## src/rtl/async_fifo_wr_arbiter_if.sv

```systemverilog
// Write-side bus between the producer requesters, the arbiter and the
// async_fifo_fwft write port. The arbiter connects through the master
// modport; whoever drives the requesters and models the FIFO uses slave.
interface async_fifo_wr_arbiter_if #(
    parameter int NUM_REQ    = 4,
    parameter int DATA_WIDTH = 8
);
    localparam int SRC_W = (NUM_REQ > 2) ? $clog2(NUM_REQ) : 1;

    logic [NUM_REQ-1:0]            req_valid;
    logic [NUM_REQ*DATA_WIDTH-1:0] req_data;
    logic [NUM_REQ-1:0]            req_last;
    logic [NUM_REQ-1:0]            req_ready;
    logic                          fifo_full;
    logic                          fifo_wr_en;
    logic [DATA_WIDTH-1:0]         fifo_wr_data;
    logic [SRC_W-1:0]              fifo_wr_src;
    logic [NUM_REQ-1:0]            grant;
    logic                          busy;

    modport master (
        input  req_valid, req_data, req_last, fifo_full,
        output req_ready, fifo_wr_en, fifo_wr_data, fifo_wr_src, grant, busy
    );

    modport slave (
        output req_valid, req_data, req_last, fifo_full,
        input  req_ready, fifo_wr_en, fifo_wr_data, fifo_wr_src, grant, busy
    );
endinterface

```

## src/rtl/async_fifo_wr_arbiter.sv

```systemverilog
// Round-robin arbiter that shares one FIFO write port among NUM_REQ
// requesters. A requester owns the port for a burst that ends on its last
// word, after MAX_BURST words, or after IDLE_LIMIT consecutive idle cycles.
// The FIFO-facing write path is purely combinational so fifo_full throttles
// the same cycle it rises; only grant ownership and counters are registered.
module async_fifo_wr_arbiter #(
    parameter int NUM_REQ    = 4,
    parameter int DATA_WIDTH = 8,
    parameter int MAX_BURST  = 8,
    parameter int IDLE_LIMIT = 4
) (
    input  logic                    clk,
    input  logic                    rst_n,
    async_fifo_wr_arbiter_if.master bus
);
    localparam int SRC_W  = (NUM_REQ > 2) ? $clog2(NUM_REQ) : 1;
    localparam int BEAT_W = $clog2(MAX_BURST + 1);
    localparam int IDLE_W = $clog2(IDLE_LIMIT + 1);

    localparam logic [0:0] ST_ARB   = 1'b0;
    localparam logic [0:0] ST_GRANT = 1'b1;

    localparam logic [BEAT_W-1:0]  BEAT_LAST = BEAT_W'(MAX_BURST - 1);
    localparam logic [IDLE_W-1:0]  IDLE_LAST = IDLE_W'(IDLE_LIMIT - 1);
    localparam logic [SRC_W-1:0]   IDX_TOP   = SRC_W'(NUM_REQ - 1);
    localparam logic [NUM_REQ-1:0] ONE_HOT0  = NUM_REQ'(1);

    logic [0:0]            state;
    logic [NUM_REQ-1:0]    grant_q;
    logic [SRC_W-1:0]      last_idx;
    logic [BEAT_W-1:0]     beat_cnt;
    logic [IDLE_W-1:0]     idle_cnt;

    logic [DATA_WIDTH-1:0] data_arr [NUM_REQ];

    logic                  sel_found;
    logic [SRC_W-1:0]      sel_idx;
    logic [SRC_W-1:0]      cand;

    logic                  in_grant;
    logic                  valid_g;
    logic                  last_g;
    logic                  xfer;
    logic                  idle_cyc;
    logic                  release_now;

    logic [NUM_REQ-1:0]    req_ready_c;
    logic                  wr_en_c;
    logic [DATA_WIDTH-1:0] wr_data_c;
    logic [SRC_W-1:0]      wr_src_c;

    // Unpack the flat request data bus so the owner's word is a simple index.
    for (genvar i = 0; i < NUM_REQ; i++) begin : g_split
        assign data_arr[i] = bus.req_data[i*DATA_WIDTH +: DATA_WIDTH];
    end

    // While granted, last_idx is the owner index, so it doubles as the mux select.
    assign in_grant    = (state == ST_GRANT);
    assign valid_g     = bus.req_valid[last_idx];
    assign last_g      = bus.req_last[last_idx];
    assign xfer        = in_grant & valid_g & ~bus.fifo_full;
    assign idle_cyc    = in_grant & ~valid_g;
    assign release_now = (xfer & (last_g | (beat_cnt == BEAT_LAST)))
                       | (idle_cyc & (idle_cnt == IDLE_LAST));

    // Round-robin pick: first valid requester found walking upward from last_idx+1.
    always_comb begin
        sel_found = 1'b0;
        sel_idx   = '0;
        cand      = last_idx;
        for (int k = 0; k < NUM_REQ; k++) begin
            cand = (cand == IDX_TOP) ? '0 : cand + 1'b1;
            if (!sel_found && bus.req_valid[cand]) begin
                sel_found = 1'b1;
                sel_idx   = cand;
            end
        end
    end

    // Write-port steering; everything is zero unless a requester owns the port.
    always_comb begin
        req_ready_c = '0;
        wr_en_c     = 1'b0;
        wr_data_c   = '0;
        wr_src_c    = '0;
        if (in_grant) begin
            req_ready_c[last_idx] = ~bus.fifo_full;
            wr_en_c               = xfer;
            wr_data_c             = data_arr[last_idx];
            wr_src_c              = last_idx;
        end
    end

    assign bus.req_ready    = req_ready_c;
    assign bus.fifo_wr_en   = wr_en_c;
    assign bus.fifo_wr_data = wr_data_c;
    assign bus.fifo_wr_src  = wr_src_c;
    assign bus.grant        = grant_q;
    assign bus.busy         = in_grant;

    // Grant FSM with burst and idle counters; a stall (full while valid) holds both counters.
    always_ff @(posedge clk or negedge rst_n) begin
        if (!rst_n) begin
            state    <= ST_ARB;
            grant_q  <= '0;
            last_idx <= IDX_TOP;
            beat_cnt <= '0;
            idle_cnt <= '0;
        end else begin
            case (state)
                ST_ARB: begin
                    if (sel_found) begin
                        state    <= ST_GRANT;
                        grant_q  <= ONE_HOT0 << sel_idx;
                        last_idx <= sel_idx;
                        beat_cnt <= '0;
                        idle_cnt <= '0;
                    end
                end
                ST_GRANT: begin
                    if (release_now) begin
                        state    <= ST_ARB;
                        grant_q  <= '0;
                        beat_cnt <= '0;
                        idle_cnt <= '0;
                    end else if (xfer) begin
                        beat_cnt <= beat_cnt + 1'b1;
                        idle_cnt <= '0;
                    end else if (idle_cyc) begin
                        idle_cnt <= idle_cnt + 1'b1;
                    end
                end
                default: begin
                    state   <= ST_ARB;
                    grant_q <= '0;
                end
            endcase
        end
    end
endmodule

```

## src/flat_wrapper.sv

```systemverilog
// flat-port wrapper written by rule: the top's interface ports become plain ports
module async_fifo_wr_arbiter_flat 
#(
    parameter int NUM_REQ    = 4,
    parameter int DATA_WIDTH = 8,
    parameter int MAX_BURST  = 8,
    parameter int IDLE_LIMIT = 4
)
  (clk, rst_n, bus_req_valid, bus_req_data, bus_req_last, bus_fifo_full, bus_req_ready, bus_fifo_wr_en, bus_fifo_wr_data, bus_fifo_wr_src, bus_grant, bus_busy);
  async_fifo_wr_arbiter_if #(.NUM_REQ(NUM_REQ), .DATA_WIDTH(DATA_WIDTH)) bus_i ();
  input  logic clk;
  input  logic rst_n;
  input wire logic [$bits(bus_i.req_valid)-1:0] bus_req_valid;
  input wire logic [$bits(bus_i.req_data)-1:0] bus_req_data;
  input wire logic [$bits(bus_i.req_last)-1:0] bus_req_last;
  input wire logic [$bits(bus_i.fifo_full)-1:0] bus_fifo_full;
  output wire logic [$bits(bus_i.req_ready)-1:0] bus_req_ready;
  output wire logic [$bits(bus_i.fifo_wr_en)-1:0] bus_fifo_wr_en;
  output wire logic [$bits(bus_i.fifo_wr_data)-1:0] bus_fifo_wr_data;
  output wire logic [$bits(bus_i.fifo_wr_src)-1:0] bus_fifo_wr_src;
  output wire logic [$bits(bus_i.grant)-1:0] bus_grant;
  output wire logic [$bits(bus_i.busy)-1:0] bus_busy;
  assign bus_i.req_valid = bus_req_valid;
  assign bus_i.req_data = bus_req_data;
  assign bus_i.req_last = bus_req_last;
  assign bus_i.fifo_full = bus_fifo_full;
  assign bus_req_ready = bus_i.req_ready;
  assign bus_fifo_wr_en = bus_i.fifo_wr_en;
  assign bus_fifo_wr_data = bus_i.fifo_wr_data;
  assign bus_fifo_wr_src = bus_i.fifo_wr_src;
  assign bus_grant = bus_i.grant;
  assign bus_busy = bus_i.busy;
  async_fifo_wr_arbiter #(.NUM_REQ(NUM_REQ), .DATA_WIDTH(DATA_WIDTH), .MAX_BURST(MAX_BURST), .IDLE_LIMIT(IDLE_LIMIT)) u_core (.clk(clk), .rst_n(rst_n), .bus(bus_i));
endmodule
```

## config.mk

```make
export PLATFORM = sky130hd
export DESIGN_NAME = async_fifo_wr_arbiter_flat
export DESIGN_NICKNAME = d
export VERILOG_FILES = /design/src/rtl/async_fifo_wr_arbiter_if.sv /design/src/rtl/async_fifo_wr_arbiter.sv /design/src/flat_wrapper.sv
export SDC_FILE = /design/constraint.sdc
export NUM_CORES = 1
export LEC_CHECK = 0
export ABC_AREA = 1
export CAP_MARGIN = 20
export CELL_PAD_IN_SITES_DETAIL_PLACEMENT = 2
export CELL_PAD_IN_SITES_GLOBAL_PLACEMENT = 2
export CORE_ASPECT_RATIO = 0.5
export CORE_MARGIN = 3
export CORE_UTILIZATION = 23
export CTS_BUF_LIST = sky130_fd_sc_hd__clkbuf_8 sky130_fd_sc_hd__clkbuf_16
export CTS_CLUSTER_DIAMETER = 200
export DETAILED_ROUTE_END_ITERATION = 12
export GPL_ROUTABILITY_DRIVEN = 0
export GPL_TIMING_DRIVEN = 0
export PLACE_DENSITY = 0.87
export SYNTH_ARGS = -nofsm -noshare
export SYNTH_HDL_FRONTEND = slang
export SYNTH_SLANG_ARGS = --single-unit
```

## constraint.sdc

```tcl
create_clock -name clk -period 3.68 [get_ports clk]
set_input_delay 0.92 -clock clk [delete_from_list [all_inputs] [get_ports clk]]
set_output_delay 0.92 -clock clk [all_outputs]
set_load 0.02 [all_outputs]
```

# ---- Yosys cells after proc, flatten, opt, wreduce, memory -nomap -nowiden
# Index checks and enable logic that the tools add are counted.
dict set report op_classes {
  n_addsub 6
  n_mul 0
  div 0
  magnitude_cmp 7
  n_eq_ne 10
  n_shift 1
  n_mux 48
  bitwise 12
  reduce_logical 11
}
# operator n
set op_table {}
lappend op_table {{4-bit two-way mux} 6}
lappend op_table {{8-bit two-way mux} 3}
lappend op_table {{2-bit two-way mux} 9}
lappend op_table {{8-bit binary-select mux with 2-bit select} 1}
lappend op_table {{4-bit one-hot mux with 2 select lines} 2}
lappend op_table {{2-bit by 3-bit < comparator with 1-bit output (second input constant)} 5}
lappend op_table {{1-bit two-way mux} 14}
lappend op_table {{1-bit binary-select mux with 2-bit select} 6}
lappend op_table {{3-bit two-way mux} 4}
lappend op_table {{2-bit by 1-bit adder with 2-bit output (second input constant)} 4}
lappend op_table {{2-bit == test (second input constant)} 4}
lappend op_table {{2-bit AND reduction} 4}
lappend op_table {{3-bit one-hot mux with 2 select lines} 1}
lappend op_table {{1-bit bitwise AND} 5}
lappend op_table {{4-bit by 1-bit adder with 4-bit output (second input constant)} 1}
lappend op_table {{4-bit bitwise AND} 1}
lappend op_table {{4-bit by 3-bit == test with 1-bit output (second input constant)} 1}
lappend op_table {{1-bit logical AND} 4}
lappend op_table {{4-bit inequality test (second input constant)} 1}
lappend op_table {{1-bit by 2-bit << shifter with 4-bit output (first input constant)} 1}
lappend op_table {{3-bit by 1-bit adder with 3-bit output (second input constant)} 1}
lappend op_table {{3-bit by 2-bit == test with 1-bit output (second input constant)} 1}
lappend op_table {{3-bit greater-or-equal comparator (second input constant)} 1}
lappend op_table {{1-bit logical NOT} 3}
lappend op_table {{9 further kinds} 12}
dict set report totals {
  regBits 14
  latch_bits 0
  ramBits 0
  mem_bits_ro 0
  inputBits 43
  output_inout_bits 20
  elab_cells 100
  memories 0
}

# ---- Depth between registers and ports, before layout
# Gate-level depths: netlist of the first run.
dict set report depth {
  word_depth 17
  ltp_mapped 17
  mapped_depth_nobuf 14
}

# ---- Least setup slack after synthesis of the first run
# OpenSTA, ideal clock, no wires.
dict set report synth_path {
  path_kind {reg2out}
  start {register u_core.last_idx[0]}
  end {output port bus_fifo_wr_data[6]}
  arrival_ns 1.610
  required_time_ns 2.760
  setup_slack_ns 1.150
  path_stages_with_launch 8
  path_buffers 3
  path_cell_list {dfstp_2 buf_6 buf_2 buf_2 nor2_1 nor2_1 o21ai_0 a21oi_1}
}
dict set report synth_between {
  elab_chain_len 5
}
# item line_no
set synth_rtl {}
lappend synth_rtl {{from (decl)} async_fifo_wr_arbiter.sv:30} ;# logic [SRC_W-1:0] last_idx;
lappend synth_rtl {{from (signal assigned)} async_fifo_wr_arbiter.sv:115} ;# last_idx <= sel_idx;
lappend synth_rtl {{2-bit inverter with 3-bit output (not written as such)} async_fifo_wr_arbiter.sv:89} ;# wr_data_c = data_arr[last_idx];
lappend synth_rtl {{8-bit binary-select mux with 2-bit select} async_fifo_wr_arbiter.sv:89}
lappend synth_rtl {{8-bit two-way mux (not written as such) (2 in series)} async_fifo_wr_arbiter.sv:89}
lappend synth_rtl {{8-bit two-way mux} async_fifo_wr_arbiter.sv:86} ;# if (in_grant) begin
lappend synth_rtl {{to (decl)} flat_wrapper.sv:19} ;# output wire logic [$bits(bus_i.fifo_wr_data)-1:0] bus_fifo_wr_data;
# Every way passes these cells. The select of a mux whose other input is x is not followed.

# ---- Final worst setup path of the first run
dict set report layout_path {
  start {input port bus_req_valid[2]}
  end {output port bus_fifo_wr_en}
}
dict set report layout_between {
  elab_chain_len 5
}
# item line_no
set layout_rtl {}
lappend layout_rtl {{from (decl)} flat_wrapper.sv:13} ;# input wire logic [$bits(bus_i.req_valid)-1:0] bus_req_valid;
lappend layout_rtl {{1-bit binary-select mux with 2-bit select} async_fifo_wr_arbiter.sv:59} ;# assign valid_g = bus.req_valid[last_idx];
lappend layout_rtl {{1-bit two-way mux (not written as such)} async_fifo_wr_arbiter.sv:59}
lappend layout_rtl {{1-bit bitwise AND (2 in series)} async_fifo_wr_arbiter.sv:61} ;# assign xfer = in_grant & valid_g & ~bus.fifo_full;
lappend layout_rtl {{1-bit two-way mux} async_fifo_wr_arbiter.sv:86}
lappend layout_rtl {{to (decl)} flat_wrapper.sv:18} ;# output wire logic [$bits(bus_i.fifo_wr_en)-1:0] bus_fifo_wr_en;
# Every way passes these cells. The select of a mux whose other input is x is not followed.

==> out/metrics.yaml, run 1 <==
power_and_ir_drop:
  leakagePower_uw: 0.001104
  ir_worst_vdd_mv: 0.2075
  power.density_nw_per_um2: 910.9
final_layout:
  seqCellArea_sq_um: 352.8
  nFillCells: 764
  multi_input_area_sq_um: 1013
  stdcell_count: 402
  area_growth_pct: 54.36
  diodes: 0
  mostFrequentLayoutCell: "nand2_1"
  layout_common_cells: "nand2_1 (66), clkdlybuf4s50_1 (62), nor2_1 (45)"
  fin_nets: 365
  drive_gt1_share_pct: 12.10
  post-route-util_pct: 37.50
floorplanning:
  start_util_pct: 24.29
  core_area_sq_um: 6206
  die_area_sq_um: 7622
  die_h_microns: 63.25
  rows: 20
  die_w_microns: 120.5
  pin_count: 63
sta:
  finalSetupViolCount: 0
  clock_skew_ps: 1.103
  hold_viol_final: 0
  final.setup.tns_ps: 0
  relSlewSlack_pct: 56.70
  slew_viol_final: 0
  fmax_mhz: 275.1
  worstMarginPinSlew_ps: 647.5
  min_period_ps: 3634
  hold_slack_ps: 485.3
  timing.final.crit_share_pct: 98.76
  timing.final.ws_setup_ps: 45.57
  rsz0062_at_grt: "false"
yosys:
  yosys_register_bits: 14
  ys_types: 26
  synth.area.top_cells: "dfrtp_1 (20%), nand2_1 (16%), nor2_1 (11%)"
  syn_area_sq_um: 1508
  netlist.area_leader.share_pct: 19.92
  yosysWarningCount: 0
  syn_avg_cell_area_sq_um: 6.079
  ys_seq_area_share_pct: 23.40
  async_flop_share_pct: 100.0
  syn_nets: 298
  synth_ff_type: "dfrtp_1"
  syn_inst: 248
  synth_top_area_cell: "dfrtp_1"
  synth_edf_count: 0
worst_setup_path:
  critical_path.max_fanout: 3
  cp-end-kind: "primary output"
  arrival_ps: 2710
  path_class: "in -> out"
  cp.required_ps: 2760
  cp-start-kind: "input port"
clock_network:
  htree_levels: 1
  cts_made_buffers: 3
  clock_path_buffers: 2
  clk_pin_slew_worst_paths_ps: 50
  cts_tree: "yes"
  hold_buffers: 0
  cts_resized: 0
  insertion_delay_ps: 250
  cts_setup_buffers: 0
  clock_sinks: 14
  clock-root-buffer: "clkbuf_16"
global_route:
  first_global_vias: 2217
  grt_overflow_total: 0
  grtUsageTotal_pct: 17.90
  grt_max_degree: 15
  grt_pass1_wl_microns: 10980
  antenna_found_initial: 0
flow_run:
  drv_cap: 0
place:
  dp_cells: 398
  portBuffers: 62
  hpwlAfterDp_microns: 5298
  post-place-ws_ps: 121.4
routing:
  wl_microns: 6631
  dr.pass1.iters: 4
  viasPerCell: 4.669
  drt-initial-drc-count: 100
  drc: 0
  ant_nets: 0
  wl_per_cell_microns: 16.50
  via_count: 1877
outcome:
  status: "finished, final reports clean"
min_path:
  hold_class: "reg -> reg"
-- through the flow --
stage | cell area (sq um) | total power (uW)
3_3_place_gp | 2238 | 1788
3_5_place_dp | 2238 | 1883
6_report | 2327 | 2120
5_1_grt | 2327 | 2338
4_1_cts | 2327 | 2151
2_1_floorplan | 1508 | 1325
-- final cells by class --
class | count | share of cell area [%]
inverters | 24 | 4.086
clock buffers | 4 | 3.817
well taps | 88 | 4.731
plain buffers | 9 | 1.989
repair buffers | 62 | 26.67
multi-input cells | 201 | 43.55
flip-flops and latches | 14 | 15.16
-- logic make-up (layout without fill, tap and decap cells) --
family                     after synthesis  count (layout)  synth area share [%]
AOI/OAI and AO/OA                       37              37                 13.28
adders and majority gates                7               7                 5.809
buffers and inverters                   33              99                 9.377
and+or+nand+nor                        155             155                 46.97
xor gates and xnor gates                 2               2                 1.162
DFF                                     14              14                 23.40
-- metal layers --
layer  global-route usage [%]  routed length, microns  vias to the layer above
li1                         -                       -                      932
met1                    20.01                    2831                      904
met2                    36.14                    3569                       34
met3                    1.704                     153                        7
met4                    4.520                      76                        0
met5                        0                       0                        -
-- flip-flops by register name, indices dropped and copies added (netlist names) --
name	cells
u_core.beat_cnt	4
u_core.bus.busy	1
u_core.bus.grant	4
u_core.idle_cnt	3
u_core.last_idx	2
-- worst max-delay path: stages --
cell and delay (ps):
clkdlybuf4s50_1 480, inv_1 60, nand2_1 80, nand2_2 80, o21ai_2 220, nand2_1 170
inv_2 100, clkdlybuf4s50_1 600
-- cells in the mapped netlist (all sizes together) (3+ instances only) --
cell type,instances
a21oi,8
buf,5
clkbuf,4
dfrtp,12
ha,7
inv,24
nand2,75
nand3,19
nand4,8
nor2,49
nor3,3
o21ai,29
-- final timing paths --
kind	startpoint	to	slack [ps]	depth (start not counted)
max reg2reg	u_core.last_idx[0]	u_core.bus.grant[0]	700	15
max	bus_req_valid[2]	bus_fifo_wr_en	50	8
min	u_core.bus.grant[0]	u_core.bus.grant[0]	490	2
min reg2reg	u_core.bus.grant[0]	u_core.bus.grant[0]	490	2
min in group asynchronous	rst_n	u_core.bus.busy	1070	1
max in group asynchronous	rst_n	u_core.bus.grant[3]	2190	1
-- power breakdown --
group / internal (uW) / switching, uW / leakage, uW / total, uW
Sequential: 223 / 49.1 / 0.000176 / 272
Combinational: 570 / 1040 / 0.000884 / 1610
Clock: 165 / 69.6 / 0.0000442 / 235
(Power assumes the default switching activity.)
==> inputs of run 2 (changes only) <==
--- a/config.mk
+++ b/config.mk
@@ -17,7 +17,7 @@
 export DETAILED_ROUTE_END_ITERATION = 12
 export GPL_ROUTABILITY_DRIVEN = 0
 export GPL_TIMING_DRIVEN = 0
-export PLACE_DENSITY = 0.87
+export PLACE_DENSITY_LB_ADDON = 0.1
 export SYNTH_ARGS = -nofsm -noshare
 export SYNTH_HDL_FRONTEND = slang
 export SYNTH_SLANG_ARGS = --single-unit
==> constraint.sdc (replaced) <==
create_clock -name clk -period 3.68 [get_ports clk]
set_input_delay 0.92 -clock clk [delete_from_list [all_inputs] [get_ports clk]]
set_output_delay 0.92 -clock clk [all_outputs]
set_load 0.01 [all_outputs]
==> out/metrics.yaml, run 2 (synthesis gave the netlist of run 1 again) <==
power_and_ir_drop:
  power.density_nw_per_um2: 855.4
  ir_worst_vdd_mv: 0.2906
  power_frac_clock_pct: 10.6
  switching_power_uw: 1048
  netSwitchingFraction_pct: 52.86
  seq_power_share_pct: 13.5
  leakagePower_uw: 0.001102
  power_uw: 1982
  p_int_uw: 934.3
  comb_power_share_pct: 75.9
clock_network:
  clock-root-buffer: "clkbuf_16"
  cts_tree: "yes"
  cts_resized: 0
  hold_buffers: 0
  clk_pin_slew_worst_paths_ps: 50
  clock_sinks: 14
  htree_levels: 1
  cts_setup_buffers: 0
  cts_made_buffers: 3
  insertion_delay_ps: 250
  clock_path_buffers: 2
sta:
  rsz0062_at_grt: "false"
  timing.final.crit_share_pct: 95.87
  relSlewSlack_pct: 55.90
  finalSetupViolCount: 0
  hold_viol_final: 0
  timing.final.ws_setup_ps: 151.9
  min_period_ps: 3528
  slew_viol_final: 0
  clock_skew_ps: 4.526
  worstMarginPinSlew_ps: 659.4
  fmax_mhz: 283.4
  final.setup.tns_ps: 0
  hold_slack_ps: 481.1
floorplanning:
  start_util_pct: 24.29
  rows: 20
  core_area_sq_um: 6206
  die_w_microns: 120.5
  pin_count: 63
  die_area_sq_um: 7622
  die_h_microns: 63.25
routing:
  drt-initial-drc-count: 76
  viasPerCell: 4.644
  ant_nets: 0
  drc: 0
  wl_microns: 6213
  wl_per_cell_microns: 15.46
  via_count: 1867
  dr.pass1.iters: 4
place:
  post-place-ws_ps: 185.4
  dp_cells: 398
  hpwlAfterDp_microns: 5090
  portBuffers: 62
final_layout:
  layout_common_cells: "nand2_1 (66), clkdlybuf4s50_1 (62), nor2_1 (45)"
  drive_gt1_share_pct: 11.78
  nFillCells: 795
  mostFrequentLayoutCell: "nand2_1"
  fin_nets: 365
  diodes: 0
  stdcell_count: 402
  area_growth_pct: 53.69
worst_setup_path:
  critical_path.max_fanout: 3
  path_class: "in -> out"
  cp-start-kind: "input port"
  arrival_ps: 2610
  cp-end-kind: "primary output"
  cp.required_ps: 2760
global_route:
  grtUsageTotal_pct: 16.70
  antenna_found_initial: 0
  first_global_vias: 2073
  grt_max_degree: 15
  grt_pass1_wl_microns: 10380
  grt_overflow_total: 0
flow_run:
  drv_cap: 0
min_path:
  hold_class: "reg -> reg"
outcome:
  status: "finished, final reports clean"
-- run 2: layer usage --
metal,global-route usage (%),up-vias,share of wire [%]
li1,-,925,-
met1,21.75,885,48
met2,29.33,55,45
met3,3.318,2,6.3
met4,2.401,0,0.39
met5,0,-,0
-- run 2: layout make-up --
cell class / instances / area (sq um) / area share [%]
multi-input cells: 201 / 1013 / 43.74
repair buffers: 62 / 620.6 / 26.78
flip-flops and latches: 14 / 352.8 / 15.23
well taps: 88 / 110.1 / 4.752
inverters: 24 / 95.09 / 4.104
clock buffers: 3 / 75.07 / 3.240
plain buffers: 9 / 46.29 / 1.998
clock inverters: 1 / 3.754 / 0.1620
-- run 2: worst max-delay path, cell delays in order --
cell and delay [ps]:
clkdlybuf4s50_1 460, inv_1 50, nand2_1 80, nand2_2 90
o21ai_2 230, nand2_1 160, inv_2 90, clkdlybuf4s50_1 530
-- run 2: metrics by stage --
stage	utilization [%]	cell area, sq um
final	37.34	2317
after global routing	37.34	2317
after CTS	37.34	2317
after detailed placement	36.07	2238
after global placement	36.07	2238
after floorplan	-	1508
-- run 2: power groups by stage --
stage | combinational, uW | clock [uW] | sequential (uW)
after global routing | 1700 | 222 | 276
after CTS | 1540 | 217 | 267
final | 1510 | 210 | 267
after floorplan | 984 | 0 | 267
after detailed placement | 1530 | 0 | 269
after global placement | 1460 | 0 | 266
-- run 2: worst paths after layout --
check | from | endpoint | slack (ps) | cells after the start
max in group asynchronous | rst_n | u_core.bus.grant[2] | 2180 | 1
min in group asynchronous | rst_n | u_core.beat_cnt[3] | 1080 | 1
hold / removal | u_core.bus.grant[3] | u_core.bus.grant[3] | 480 | 2
hold reg to reg | u_core.bus.grant[3] | u_core.bus.grant[3] | 480 | 2
setup / recovery | bus_req_valid[2] | bus_fifo_wr_en | 150 | 8
setup reg to reg | u_core.last_idx[0] | u_core.beat_cnt[0] | 790 | 17
